$ cat src/rtl/aha_tlx_fwd_arbiter_if.sv
// Forward-payload bundle: per-source AXI-Stream inputs, link output, credit-return stream and status.
// master = the arbiter's view, slave = the sources/link side.
interface aha_tlx_fwd_arbiter_if #(
  parameter int NUM_SRC = 4,
  parameter int DATA_W  = 40
);
  logic [NUM_SRC-1:0]        S_TVALID;
  logic [NUM_SRC-1:0]        S_TREADY;
  logic [NUM_SRC*DATA_W-1:0] S_TDATA;
  logic [NUM_SRC-1:0]        S_TLAST;
  logic                      M_TVALID;
  logic                      M_TREADY;
  logic [DATA_W-1:0]         M_TDATA;
  logic                      M_TLAST;
  logic [1:0]                M_TID;
  logic                      CRD_TVALID;
  logic                      CRD_TREADY;
  logic [1:0]                CRD_TDATA;
  logic [NUM_SRC-1:0]        CRD_EMPTY;
  logic                      ERR_STICKY;

  modport master (
    input  S_TVALID, S_TDATA, S_TLAST, M_TREADY, CRD_TVALID, CRD_TDATA,
    output S_TREADY, M_TVALID, M_TDATA, M_TLAST, M_TID, CRD_TREADY, CRD_EMPTY, ERR_STICKY
  );

  modport slave (
    output S_TVALID, S_TDATA, S_TLAST, M_TREADY, CRD_TVALID, CRD_TDATA,
    input  S_TREADY, M_TVALID, M_TDATA, M_TLAST, M_TID, CRD_TREADY, CRD_EMPTY, ERR_STICKY
  );
endinterface

$ cat src/rtl/aha_tlx_fwd_arbiter.sv
// Credit-gated round-robin packet arbiter for the TLX forward payload channel.
// One idle arbitration cycle per packet, then beats pass combinationally; stalls on M_TREADY or zero credit.
module aha_tlx_fwd_arbiter #(
  parameter int NUM_SRC     = 4,
  parameter int DATA_W      = 40,
  parameter int CREDIT_MAX  = 8,
  parameter int CREDIT_INIT = 8
) (
  input logic                   TLX_SIB_CLK,
  input logic                   TLX_SIB_RESET,
  aha_tlx_fwd_arbiter_if.master bus
);

  typedef enum logic {IDLE, BUSY} state_t;

  state_t             state;
  logic [1:0]         grant;
  logic [1:0]         last;
  logic [1:0]         pick;
  logic [3:0]         credit [NUM_SRC];
  logic               err_sticky;
  logic               crd_rdy;
  logic [NUM_SRC-1:0] elig;
  logic [NUM_SRC-1:0] inc_v;
  logic [NUM_SRC-1:0] dec_v;
  logic               any_elig;
  logic               g_vld;
  logic               g_crd;
  logic               g_last;
  logic [DATA_W-1:0]  g_dat;
  logic               fire;
  logic               crd_fire;
  logic               crd_bad;
  int                 best;

  always_comb begin
    elig   = '0;
    g_vld  = 1'b0;
    g_crd  = 1'b0;
    g_last = 1'b0;
    g_dat  = '0;
    for (int i = 0; i < NUM_SRC; i++) begin
      elig[i] = bus.S_TVALID[i] && (credit[i] != 4'd0);
      if (grant == 2'(i)) begin
        g_vld  = bus.S_TVALID[i];
        g_crd  = (credit[i] != 4'd0);
        g_last = bus.S_TLAST[i];
        g_dat  = bus.S_TDATA[i*DATA_W +: DATA_W];
      end
    end
  end

  // Rank each eligible source by its distance after the last winner; the nearest one wins.
  always_comb begin
    best     = NUM_SRC;
    pick     = '0;
    any_elig = 1'b0;
    for (int i = 0; i < NUM_SRC; i++) begin
      if (elig[i] && (((i - int'(last) - 1 + 2*NUM_SRC) % NUM_SRC) < best)) begin
        best     = (i - int'(last) - 1 + 2*NUM_SRC) % NUM_SRC;
        pick     = 2'(i);
        any_elig = 1'b1;
      end
    end
  end

  assign fire     = (state == BUSY) && g_vld && g_crd && bus.M_TREADY;
  assign crd_fire = bus.CRD_TVALID && crd_rdy;
  assign crd_bad  = int'(bus.CRD_TDATA) >= NUM_SRC;

  always_comb begin
    bus.M_TVALID   = (state == BUSY) && g_vld && g_crd;
    bus.M_TDATA    = g_dat;
    bus.M_TLAST    = g_last;
    bus.M_TID      = grant;
    bus.CRD_TREADY = crd_rdy;
    bus.ERR_STICKY = err_sticky;
    bus.S_TREADY   = '0;
    bus.CRD_EMPTY  = '0;
    inc_v          = '0;
    dec_v          = '0;
    for (int i = 0; i < NUM_SRC; i++) begin
      if ((state == BUSY) && (grant == 2'(i)))
        bus.S_TREADY[i] = bus.M_TREADY && g_crd;
      bus.CRD_EMPTY[i] = (credit[i] == 4'd0);
      inc_v[i]         = crd_fire && (bus.CRD_TDATA == 2'(i));
      dec_v[i]         = fire && (grant == 2'(i));
    end
  end

  always_ff @(posedge TLX_SIB_CLK) begin
    if (TLX_SIB_RESET) begin
      state      <= IDLE;
      grant      <= '0;
      last       <= 2'(NUM_SRC - 1);
      err_sticky <= 1'b0;
      crd_rdy    <= 1'b0;
      for (int i = 0; i < NUM_SRC; i++)
        credit[i] <= 4'(CREDIT_INIT);
    end else begin
      crd_rdy <= 1'b1;
      case (state)
        IDLE: if (any_elig) begin
          grant <= pick;
          state <= BUSY;
        end
        BUSY: if (fire && g_last) begin
          last  <= grant;
          state <= IDLE;
        end
        default: state <= IDLE;
      endcase
      if (crd_fire && crd_bad)
        err_sticky <= 1'b1;
      // A return and a consumed beat on the same source cancel out.
      for (int i = 0; i < NUM_SRC; i++) begin
        if (inc_v[i] && !dec_v[i]) begin
          if (credit[i] >= 4'(CREDIT_MAX))
            err_sticky <= 1'b1;
          else
            credit[i] <= credit[i] + 4'd1;
        end else if (dec_v[i] && !inc_v[i]) begin
          credit[i] <= credit[i] - 4'd1;
        end
      end
    end
  end

endmodule

$ cat src/flat_wrapper.sv
// flat-port wrapper written by rule: the top's interface ports become plain ports
module aha_tlx_fwd_arbiter_flat 
#(
  parameter int NUM_SRC     = 4,
  parameter int DATA_W      = 40,
  parameter int CREDIT_MAX  = 8,
  parameter int CREDIT_INIT = 8
)
  (TLX_SIB_CLK, TLX_SIB_RESET, bus_S_TVALID, bus_S_TDATA, bus_S_TLAST, bus_M_TREADY, bus_CRD_TVALID, bus_CRD_TDATA, bus_S_TREADY, bus_M_TVALID, bus_M_TDATA, bus_M_TLAST, bus_M_TID, bus_CRD_TREADY, bus_CRD_EMPTY, bus_ERR_STICKY);
  aha_tlx_fwd_arbiter_if #(.NUM_SRC(NUM_SRC), .DATA_W(DATA_W)) bus_i ();
  input logic TLX_SIB_CLK;
  input logic TLX_SIB_RESET;
  input wire logic [$bits(bus_i.S_TVALID)-1:0] bus_S_TVALID;
  input wire logic [$bits(bus_i.S_TDATA)-1:0] bus_S_TDATA;
  input wire logic [$bits(bus_i.S_TLAST)-1:0] bus_S_TLAST;
  input wire logic [$bits(bus_i.M_TREADY)-1:0] bus_M_TREADY;
  input wire logic [$bits(bus_i.CRD_TVALID)-1:0] bus_CRD_TVALID;
  input wire logic [$bits(bus_i.CRD_TDATA)-1:0] bus_CRD_TDATA;
  output wire logic [$bits(bus_i.S_TREADY)-1:0] bus_S_TREADY;
  output wire logic [$bits(bus_i.M_TVALID)-1:0] bus_M_TVALID;
  output wire logic [$bits(bus_i.M_TDATA)-1:0] bus_M_TDATA;
  output wire logic [$bits(bus_i.M_TLAST)-1:0] bus_M_TLAST;
  output wire logic [$bits(bus_i.M_TID)-1:0] bus_M_TID;
  output wire logic [$bits(bus_i.CRD_TREADY)-1:0] bus_CRD_TREADY;
  output wire logic [$bits(bus_i.CRD_EMPTY)-1:0] bus_CRD_EMPTY;
  output wire logic [$bits(bus_i.ERR_STICKY)-1:0] bus_ERR_STICKY;
  assign bus_i.S_TVALID = bus_S_TVALID;
  assign bus_i.S_TDATA = bus_S_TDATA;
  assign bus_i.S_TLAST = bus_S_TLAST;
  assign bus_i.M_TREADY = bus_M_TREADY;
  assign bus_i.CRD_TVALID = bus_CRD_TVALID;
  assign bus_i.CRD_TDATA = bus_CRD_TDATA;
  assign bus_S_TREADY = bus_i.S_TREADY;
  assign bus_M_TVALID = bus_i.M_TVALID;
  assign bus_M_TDATA = bus_i.M_TDATA;
  assign bus_M_TLAST = bus_i.M_TLAST;
  assign bus_M_TID = bus_i.M_TID;
  assign bus_CRD_TREADY = bus_i.CRD_TREADY;
  assign bus_CRD_EMPTY = bus_i.CRD_EMPTY;
  assign bus_ERR_STICKY = bus_i.ERR_STICKY;
  aha_tlx_fwd_arbiter #(.NUM_SRC(NUM_SRC), .DATA_W(DATA_W), .CREDIT_MAX(CREDIT_MAX), .CREDIT_INIT(CREDIT_INIT)) u_core (.TLX_SIB_CLK(TLX_SIB_CLK), .TLX_SIB_RESET(TLX_SIB_RESET), .bus(bus_i));
endmodule
$ cat config.mk
export PLATFORM = sky130hd
export DESIGN_NAME = aha_tlx_fwd_arbiter_flat
export DESIGN_NICKNAME = d
export VERILOG_FILES = /design/src/rtl/aha_tlx_fwd_arbiter_if.sv /design/src/rtl/aha_tlx_fwd_arbiter.sv /design/src/flat_wrapper.sv
export SDC_FILE = /design/constraint.sdc
export NUM_CORES = 1
export LEC_CHECK = 0
export BUFFER_PORTS_ARGS = -buffer_cell sky130_fd_sc_hd__buf_2
export CAP_MARGIN = 10
export CELL_PAD_IN_SITES_DETAIL_PLACEMENT = 1
export CELL_PAD_IN_SITES_GLOBAL_PLACEMENT = 2
export CORE_UTILIZATION = 23
export CTS_CLUSTER_DIAMETER = 200
export DETAILED_ROUTE_END_ITERATION = 16
export GPL_ROUTABILITY_DRIVEN = 0
export PLACE_DENSITY_LB_ADDON = 0.05
export SLEW_MARGIN = 20
export SYNTH_ARGS = -nofsm -noshare
export SYNTH_HDL_FRONTEND = slang
export SYNTH_SLANG_ARGS = --single-unit
$ cat constraint.sdc
create_clock -name TLX_SIB_CLK -period 6.2 [get_ports TLX_SIB_CLK]
set_input_delay 0.62 -clock TLX_SIB_CLK [delete_from_list [all_inputs] [get_ports TLX_SIB_CLK]]
set_output_delay 0.62 -clock TLX_SIB_CLK [all_outputs]
set_load 0.02 [all_outputs]
Yosys cells after proc, flatten, opt, wreduce, memory -nomap -nowiden

Memory sizes are Yosys's and may differ from the RTL's.
Cells that the tools add are included.

Equality and inequality tests: 6
Bitwise gates (word level): 13
Reduce and logical (&&, ||, !) cells: 58
Muxes and demuxes: 85
$lt $le $gt $ge: 8
$add $sub $neg: 20

Operator list:

| operator                                                    | number |
|---|---|
| two-way mux 40 bit                                          | 4 |
| adder 32 x 5 -> 32 bit (second input constant)              | 4 |
| subtractor 32 x 2 -> 32 bit (second input constant)         | 4 |
| less-than comparator 3 x 32 -> 1 bit                        | 3 |
| two-way mux 32 bit                                          | 3 |
| two-way mux 1 bit                                           | 67 |
| logical AND 1 bit                                           | 34 |
| two-way mux 4 bit                                           | 8 |
| adder 4 x 1 -> 4 bit (second input constant)                | 4 |
| greater-or-equal comparator 4 bit (second input constant)   | 4 |
| logical NOT 4 bit                                           | 4 |
| nonzero test 4 bit                                          | 4 |
| subtractor 4 x 1 -> 4 bit (second input constant)           | 4 |
| == test 2 bit (second input constant)                       | 4 |
| logical NOT 1 bit                                           | 8 |
| bitwise OR 1 bit                                            | 8 |
| OR reduction 2 bit                                          | 4 |
| subtractor 1 x 2 -> 3 bit (first input constant)            | 2 |
| subtractor 2 x 2 -> 3 bit (first input constant)            | 2 |
| bitwise AND 1 bit                                           | 4 |
| == test 2 x 1 -> 1 bit (second input constant)              | 2 |
| logical NOT 2 bit                                           | 2 |
| less-than comparator 3 x 4 -> 1 bit (second input constant) | 1 |
| two-way mux 2 bit                                           | 2 |
| other kinds (3)                                             | 4 |

RAM bits: 16
Memories kept: 1
Flip-flop bits (word level): 7
Input bits: 174

Memory list:

| name          | depth | bits a word | rd ports | clocked after Yosys merged registers in | write ports | RTL line                  | source |
|---|---|---|---|---|---|---|---|
| u_core.credit | 4     | 4           | 4        | 0                                       | 4           | aha_tlx_fwd_arbiter.sv:20 | `logic [3:0] credit [NUM_SRC];` |

Longest topological paths before layout

Gate-level depths: netlist of run 1.

Depth in word-level cells: 19
Depth in mapped cells: 19
Gate-level depth less buffers: 19

Worst setup path after synthesis of run 1

Ideal clock, no wire load.

Kind: register to register
From: mem u_core.credit[0][0]
To: reg u_core.grant[1] (netlist: u_core.bus.M_TID[1])
Arrival time: 4884 ps
Path slack: 1247 ps
Required time: 6130 ps
Path buffers: 1
Stages on the path, launching flop included: 19
Cells stage by stage: edfxtp_1 > o41a_1 > buf_2 > ha_1 > or3b_1 > a21o_1 > or2_1 > nand2b_1 > and2_1 > ha_1 > or3b_2 > o211a_1 > a211oi_4 > mux2_2 > ha_1 > or3_1 > nor3b_1 > o311ai_1 > a21oi_1

RTL lines:

| item                 | RTL line                   | source |
|---|---|---|
| from (decl)          | aha_tlx_fwd_arbiter.sv:20  |  |
| to (signal assigned) | aha_tlx_fwd_arbiter.sv:104 | `grant <= pick;` |
| to (decl)            | aha_tlx_fwd_arbiter.sv:17  | `logic [1:0] grant;` |

Worst setup path after layout of run 1

From: reg u_core.last[0]
To: reg u_core.grant[1] (netlist: u_core.bus.M_TID[1])

Longest elaborated chain between the ends: 18
Elaborated cells between the ends (all ways): 38
Those cells by class: add/sub: 12; order compare: 4; mux: 9; bitwise: 4; reduce/logical: 9

RTL lines:

| item                                 | RTL line                                             | source |
|---|---|---|
| from (decl)                          | aha_tlx_fwd_arbiter.sv:18                            | `logic [1:0] last;` |
| from (signal assigned)               | aha_tlx_fwd_arbiter.sv:95                            | `last <= 2'(NUM_SRC - 1);` |
| from (signal assigned)               | aha_tlx_fwd_arbiter.sv:108                           | `last <= grant;` |
| subtractor 1 x 2 -> 3 bit            | aha_tlx_fwd_arbiter.sv:59, aha_tlx_fwd_arbiter.sv:60 |  |
| subtractor 32 x 2 -> 32 bit          | aha_tlx_fwd_arbiter.sv:59, aha_tlx_fwd_arbiter.sv:60 |  |
| adder 32 x 5 -> 32 bit               | aha_tlx_fwd_arbiter.sv:59, aha_tlx_fwd_arbiter.sv:60 |  |
| OR reduction 2 bit (no line)         | -                                                    |  |
| bitwise AND 1 bit (no line)          | -                                                    |  |
| less-than comparator 3 x 4 -> 1 bit  | aha_tlx_fwd_arbiter.sv:59                            | `if (elig[i] && (((i - int'(last) - 1 + 2*NUM_SRC) % NUM_SRC) < best)) begin` |
| logical AND 1 bit                    | aha_tlx_fwd_arbiter.sv:59                            |  |
| two-way mux 32 bit                   | aha_tlx_fwd_arbiter.sv:59                            |  |
| [... 2 more ...]                     | -                                                    |  |
| two-way mux 32 bit                   | aha_tlx_fwd_arbiter.sv:59                            |  |
| less-than comparator 3 x 32 -> 1 bit | aha_tlx_fwd_arbiter.sv:59                            |  |
| logical AND 1 bit                    | aha_tlx_fwd_arbiter.sv:59                            |  |
| two-way mux 32 bit                   | aha_tlx_fwd_arbiter.sv:59                            |  |
| less-than comparator 3 x 32 -> 1 bit | aha_tlx_fwd_arbiter.sv:59                            |  |
| logical AND 1 bit                    | aha_tlx_fwd_arbiter.sv:59                            |  |
| two-way mux 1 bit                    | aha_tlx_fwd_arbiter.sv:59                            |  |
| AND reduction 2 bit (no line)        | -                                                    |  |

Parallel ways exist; a longest one is shown, timed or not.
A chain may end at the register's enable or synchronous reset.

==> out/results.txt, run 1 <==
Clock sink count = 23
Die X-Extent = 119 µm
Sw Ratio = 43.1%
Int Pwr = 543 µW
Post-DP HPWL = 12.4 mm
Antenna Nets Post-Route = 0
Power share of the sequential group = 23.7%
Pin slew with the least headroom to its limit = 0.943 ns
Largest net degree at the start of global routing = 53
Area leader, netlist = mux4_2
DR iter-0 viols = 167
Synth warnings = 0
Wire per inst = 21.0 µm
Final Power = 954 µW
Mapped Area = 3130 µm²
Leakage = 2.12 nW
Count of cell types in the netlist = 64
Area of the multi-input gates = 2330 µm²
Number of vias per cell = 4.96
Max Cap Viol = 0
Slowest cell on crit path = dfxtp_1
Pwr per Cell Area = 211 nW/µm²
Fin crit share = 88.1%
Syn Inst Count = 289
RSZ-0062 raised after global routing = no
Simple-gate area share of the yosys netlist = 16.5%
Final Hold Slack = 0.535 ns
Max-slew violations = 0
WHS Path Cells = 2
Critical Path Stages = 19
Initial Utilization = 23.6%
GR Overflow Total = 0
Worst-path fanout max = 9
Post-placement cell area = 4430 µm²
I/O pins = 228
Largest family of logic cells by synthesized area = multiplexers
Share of layout cells above drive strength 1 = 57.7%
Buf+Inv Stages, Crit Path = 1
VDD IR max = 94.1 µV
Worst EP required = 6.39 ns
Worst skew pair latency = 0.26 ns
Initial antenna violation count = 4
Final Worst Setup Slack = 0.736 ns
Area grow syn2layout = 44.7%
Switching pwr = 411 µW
Num CTS Buffers = 3
Ordered cell list for the critical path = inv_1 -> ha_1 -> and3b_1 -> ha_1 -> nand2b_1 -> a21o_1 -> or2_1 -> nand2b_1 -> and2_1 -> ha_1 -> or3b_2 -> o211a_1 -> a211oi_4 -> mux2_2 -> ha_1 -> or3_1 -> nor3b_1 -> o311ai_1 -> a21oi_1
CTS tree = done
Data arrival time of the critical path = 5.65 ns
Register area = 626 µm²
Comb power frac = 60.6%
Fin nets = 702
Router iterations before antenna repair = 4
Vias = 3404
Htree depth = 1
Crit path largest cell delay = 0.52 ns
Setup CP Type = flop to flop
Status = finished clean
CP Capture Type = flop
Top post-synthesis cells by area = mux4_2 (31%), edfxtp_1 (15%), ha_1 (7.2%)
Die Height = 119 µm
Root Buffer = clkbuf_16
Global-route usage over all layers = 20.6%
Hold Vio Cnt, Final = 0
Slew headroom = 37.1%
Core Area = 13200 µm²
Synth Area in XOR/XNOR = 1.12%
Synth top area share = 31.0%
Post-layout util = 34.2%
Post-synthesis mux area share = 33.6%
FMAX = 0.183 GHz
Port Buf Inserts = 227
Cell total after placement = 678
Setup TNS = 0 ns
Post-route cell area = 4520 µm²
CP delay by family, top = simple AND/OR/NAND/NOR gates
Place WS = 0.733 ns
Die area = 14100 µm²
Syn Area/Cell = 10.8 µm²
Fill cells = 1605
Min-Delay Path Class = flop to flop
Final wirelength = 14.4 mm
Min cycle time layout = 5.46 ns
Fraction of registers with async set/reset = 0%
DR DRC count = 0
CP Launch Type = flop
Clock Path Buffers = 2
Finished Layout Cells = 686
# setup viols final = 0
Post-cts sizing count = 0
# hold bufs at CTS = 0
Post-Syn Nets = 484
Number of setup buffers added after CTS = 0
Most frequent CP cell = ha_1
Post-synthesis sequential area ratio = 19.9%
Clock power share = 15.6%
Post-synth EDFFs = 16
Flops & latches, synth = 23
Clk slew on worst S/H paths = 0.07 ns
First-pass GRT wire length = 21.9 mm
Post-synthesis compound-gate area fraction = 14.2%
Row cnt = 42
Clock Skew = 0.00245 ns
Number of global-route vias before repair = 3589
Worst Reg-to-Reg Cells = 19
Top FF cell, synth = edfxtp_1
Area share of fa/ha/maj cells after synthesis = 9.13%
[logic make-up (layout without fill, tap and decap cells)]
group | after synthesis | in the layout
other | 1 | 5
muxes | 51 | 51
xor gates and xnor gates | 4 | 4
adders and majority gates | 21 | 21
AOI/OAI and AO/OA | 60 | 60
DFF | 23 | 23
buffers and inverters | 43 | 260
and+or+nand+nor | 86 | 86
[final cells by class]
type	count	share of cell area (%)
multi-input cells	223	51.6
repair buffers	229	25.4
flip-flops and latches	23	13.8
well taps	176	4.87
inverters	27	2.24
clock buffers	3	1.66
diodes	4	0.221
clock inverters	1	0.111
[state kept, by name, indices dropped and copies added (netlist names)]
name                   count
u_core.bus.CRD_TREADY      1
u_core.bus.ERR_STICKY      1
u_core.bus.M_TID           2
u_core.credit             16
u_core.last                2
u_core.state               1
[cell usage after synthesis, drive strengths merged, types with 3 or more instances]
cell type,n
a21o,6
a21oi,15
a31oi,3
and2,3
buf,7
clkbuf,9
dfxtp,7
edfxtp,16
fa,3
ha,18
inv,27
mux2i,6
mux4,43
nand2,10
nand2b,3
nand3,9
nand4b,3
nor2,19
nor2b,3
nor3,4
nor3b,6
o21a,5
o21ai,9
o41a,3
o41ai,3
or2,4
or3b,3
or4,6
xor2,3
[worst min-delay path, stage by stage (launching register included)]
cell and delay, ns:
dfxtp_1 0.34, a21oi_1 0.05, a21oi_1 0.12
[final timing paths]
kind	startpoint	endpoint	slack (ns)
setup / recovery	u_core.last[0]	u_core.bus.M_TID[1]	0.74
setup reg to reg	u_core.last[0]	u_core.bus.M_TID[1]	0.74
hold reg to reg	u_core.bus.ERR_STICKY	u_core.bus.ERR_STICKY	0.54
hold / removal	u_core.bus.ERR_STICKY	u_core.bus.ERR_STICKY	0.54
[cell usage in the layout (no fill, tap or decap), drive strengths merged, types with 9 or more instances in the layout]
cell type  netlist  layout
buf              7     229
mux4            43      43
inv             27      27
nor2            19      19
ha              18      18
edfxtp          16      16
a21oi           15      15
nand2           10      10
nand3            9       9
o21ai            9       9
[per-layer routing]
layer  vias up  global-route usage (%)  share of wire [%]
met1      1667                    26.4                 42
met2       134                    34.6                 49
met3        15                    4.87                7.0
met4         2                    5.30                1.4
met5         -                       0              0.090
li1       1586                       -                  -
[power groups by stage]
stage,clock network [mW],logic (mW),registers [mW]
5_1_grt,0.163,0.624,0.236
2_1_floorplan,0,0.424,0.191
3_5_place_dp,0,0.582,0.233
3_3_place_gp,0,0.576,0.233
4_1_cts,0.154,0.584,0.229
6_report,0.149,0.579,0.226
Note: power is estimated with default switching activity, not from simulation.
==> run 2: changes to the inputs <==
- BUFFER_PORTS_ARGS: -buffer_cell sky130_fd_sc_hd__buf_2 -> default
- CORE_UTILIZATION: 23 -> 32
- DONT_BUFFER_PORTS: default -> 1
- clock period: 6.2 -> 4.5 ns (I/O delays scaled with it)
==> out/results.txt, run 2 (same netlist as run 1, synthesis figures left out) <==
Status = complete, but fails checks
Failing checks = negative setup slack
Fin nets = 502
Root Buffer = clkbuf_8
Clk slew on worst S/H paths = 0.09 ns
Global-route usage over all layers = 25.7%
I/O pins = 228
Core Area = 9370 µm²
Pwr per Cell Area = 324 nW/µm²
Worst-path fanout max = 4
GR Overflow Total = 0
VDD IR max = 104 µV
Min cycle time layout = 4.67 ns
Wire per inst = 29.9 µm
Fill cells = 1057
Slowest cell on crit path = or3_4
Clock sink count = 23
Worst Reg-to-Reg Cells = 19
Setup CP Type = flop to flop
Final Power = 1.18 mW
Pin slew with the least headroom to its limit = 0.696 ns
Most common cell after layout, fill and taps aside = mux4_2
CTS tree = done
Data arrival time of the critical path = 4.88 ns
Commonest non-fill, non-tap cells in the layout = mux4_2 (43), buf_4 (29), inv_1 (24)
Htree depth = 1
DR iter-0 viols = 124
Final wirelength = 13.1 mm
Number of global-route vias before repair = 2770
Top reg by flops = u_core.credit
Num CTS Buffers = 3
Port Buf Inserts = 0
Worst EP required = 4.71 ns
Clock Skew = 0.00531 ns
First-pass GRT wire length = 18.8 mm
Area grow syn2layout = 16.1%
Initial Utilization = 33.4%
Slew headroom = 53.2%
Vias = 2757
Crit path largest cell delay = 0.39 ns
Most frequent CP cell = ha_4
Area of the multi-input gates = 2460 µm²
CP Launch Type = flop
WHS Path Cells = 1
CP Capture Type = flop
Router iterations before antenna repair = 4
Number of vias per cell = 6.28
Final Worst Setup Slack = -0.170 ns
Die X-Extent = 101 µm
Max reg flops = 16
Post-layout util = 38.7%
# hold bufs at CTS = 0
Reg2Reg Setup Slack = -0.17 ns
# setup viols final = 2
Share of layout cells above drive strength 1 = 36.3%
Largest net degree at the start of global routing = 47
Row cnt = 35
Initial antenna violation count = 3
Fin crit share = 104%
Worst skew pair latency = 0.28 ns
Clock Path Buffers = 2
Die Height = 101 µm
FMAX = 0.214 GHz
Register area = 628 µm²
DR DRC count = 0
Hold Vio Cnt, Final = 0
Antenna Nets Post-Route = 0
Leakage = 1.33 nW
Post-DP HPWL = 11.5 mm
RSZ-0062 raised after global routing = yes
Ordered cell list for the critical path = inv_2 -> ha_1 -> and3b_2 -> ha_4 -> or3b_4 -> a21o_1 -> or2_4 -> nand2b_4 -> and2_4 -> ha_4 -> or3b_4 -> o211a_1 -> a211oi_4 -> mux2_4 -> ha_4 -> or3_4 -> nor3b_4 -> o311ai_2 -> a21oi_1
Max-slew violations = 0
Min-Delay Path Class = primary input to flop
Die area = 10200 µm²
Max Cap Viol = 0
==> run 2: routing by layer <==
metal	vias up	part of all wire, %	track usage [%]
li1	1187	-	-
met1	1415	41	33.8
met3	10	12	11.4
met2	145	46	39.9
met4	0	1.0	3.68
met5	-	0	0
==> run 2: final timing paths <==
path / start / endpoint
worst max-delay path: u_core.last[0] / u_core.bus.M_TID[1]
worst min-delay path: TLX_SIB_RESET / u_core.bus.ERR_STICKY
worst max register to register: u_core.last[0] / u_core.bus.M_TID[1]
worst min register to register: u_core.bus.M_TID[1] / u_core.bus.M_TID[1]
==> run 2: worst max-delay path: cells and delay by family (launching register included) <==
| family | cells | cell delay (ns) |
|---|---|---|
| flip-flops | 1 | 0.37 |
| buffers and inverters | 1 | 0.07 |
| multiplexers | 1 | 0.34 |
| AND/OR/NAND/NOR | 8 | 2.13 |
| AO/OA/AOI/OAI | 5 | 0.92 |
| adder cells (fa/ha/maj) | 4 | 0.77 |
==> run 2: layout make-up <==
cell class	instances	share of cell area, %
multi-input combinational	223	67.8
sequential	23	17.3
timing repair buffer	29	6.00
tap	129	4.45
inverter	27	2.79
clock buffer	3	1.14
antenna	4	0.276
clock inverter	1	0.207
==> run 2: what timing repair did <==
action | in CTS | in global routing
setup buffers | 0 | 1
endpoints found under the setup margin | 2 | 2
pin swaps | 12 | 4
resized for setup | 5 | 2
==> run 2: where the power goes <==
group / total, mW / switching, mW / leakage, nW / internal (mW)
Clock: 0.142 / 0.0794 / 0.0217 / 0.0629
Combinational: 0.749 / 0.422 / 1.10 / 0.327
Sequential: 0.285 / 0.0418 / 0.210 / 0.243
==> run 2: stage by stage <==
| stage | setup slack, ns | TNS (ns) | std cells | hold slack, ns | instance area, µm² |
|---|---|---|---|---|---|
| after floorplan | -0.227 | -0.454 | 289 | 0.501 | 3230 |
| after global placement | -0.183 | -0.362 | 430 | 0.525 | 3530 |
| after detailed placement | -0.267 | -0.527 | 430 | 0.525 | 3530 |
| after CTS | -0.188 | -0.370 | 434 | 0.225 | 3600 |
| after global routing | -0.302 | -0.584 | 436 | 0.218 | 3620 |
| final | -0.170 | -0.332 | 439 | 0.232 | 3630 |
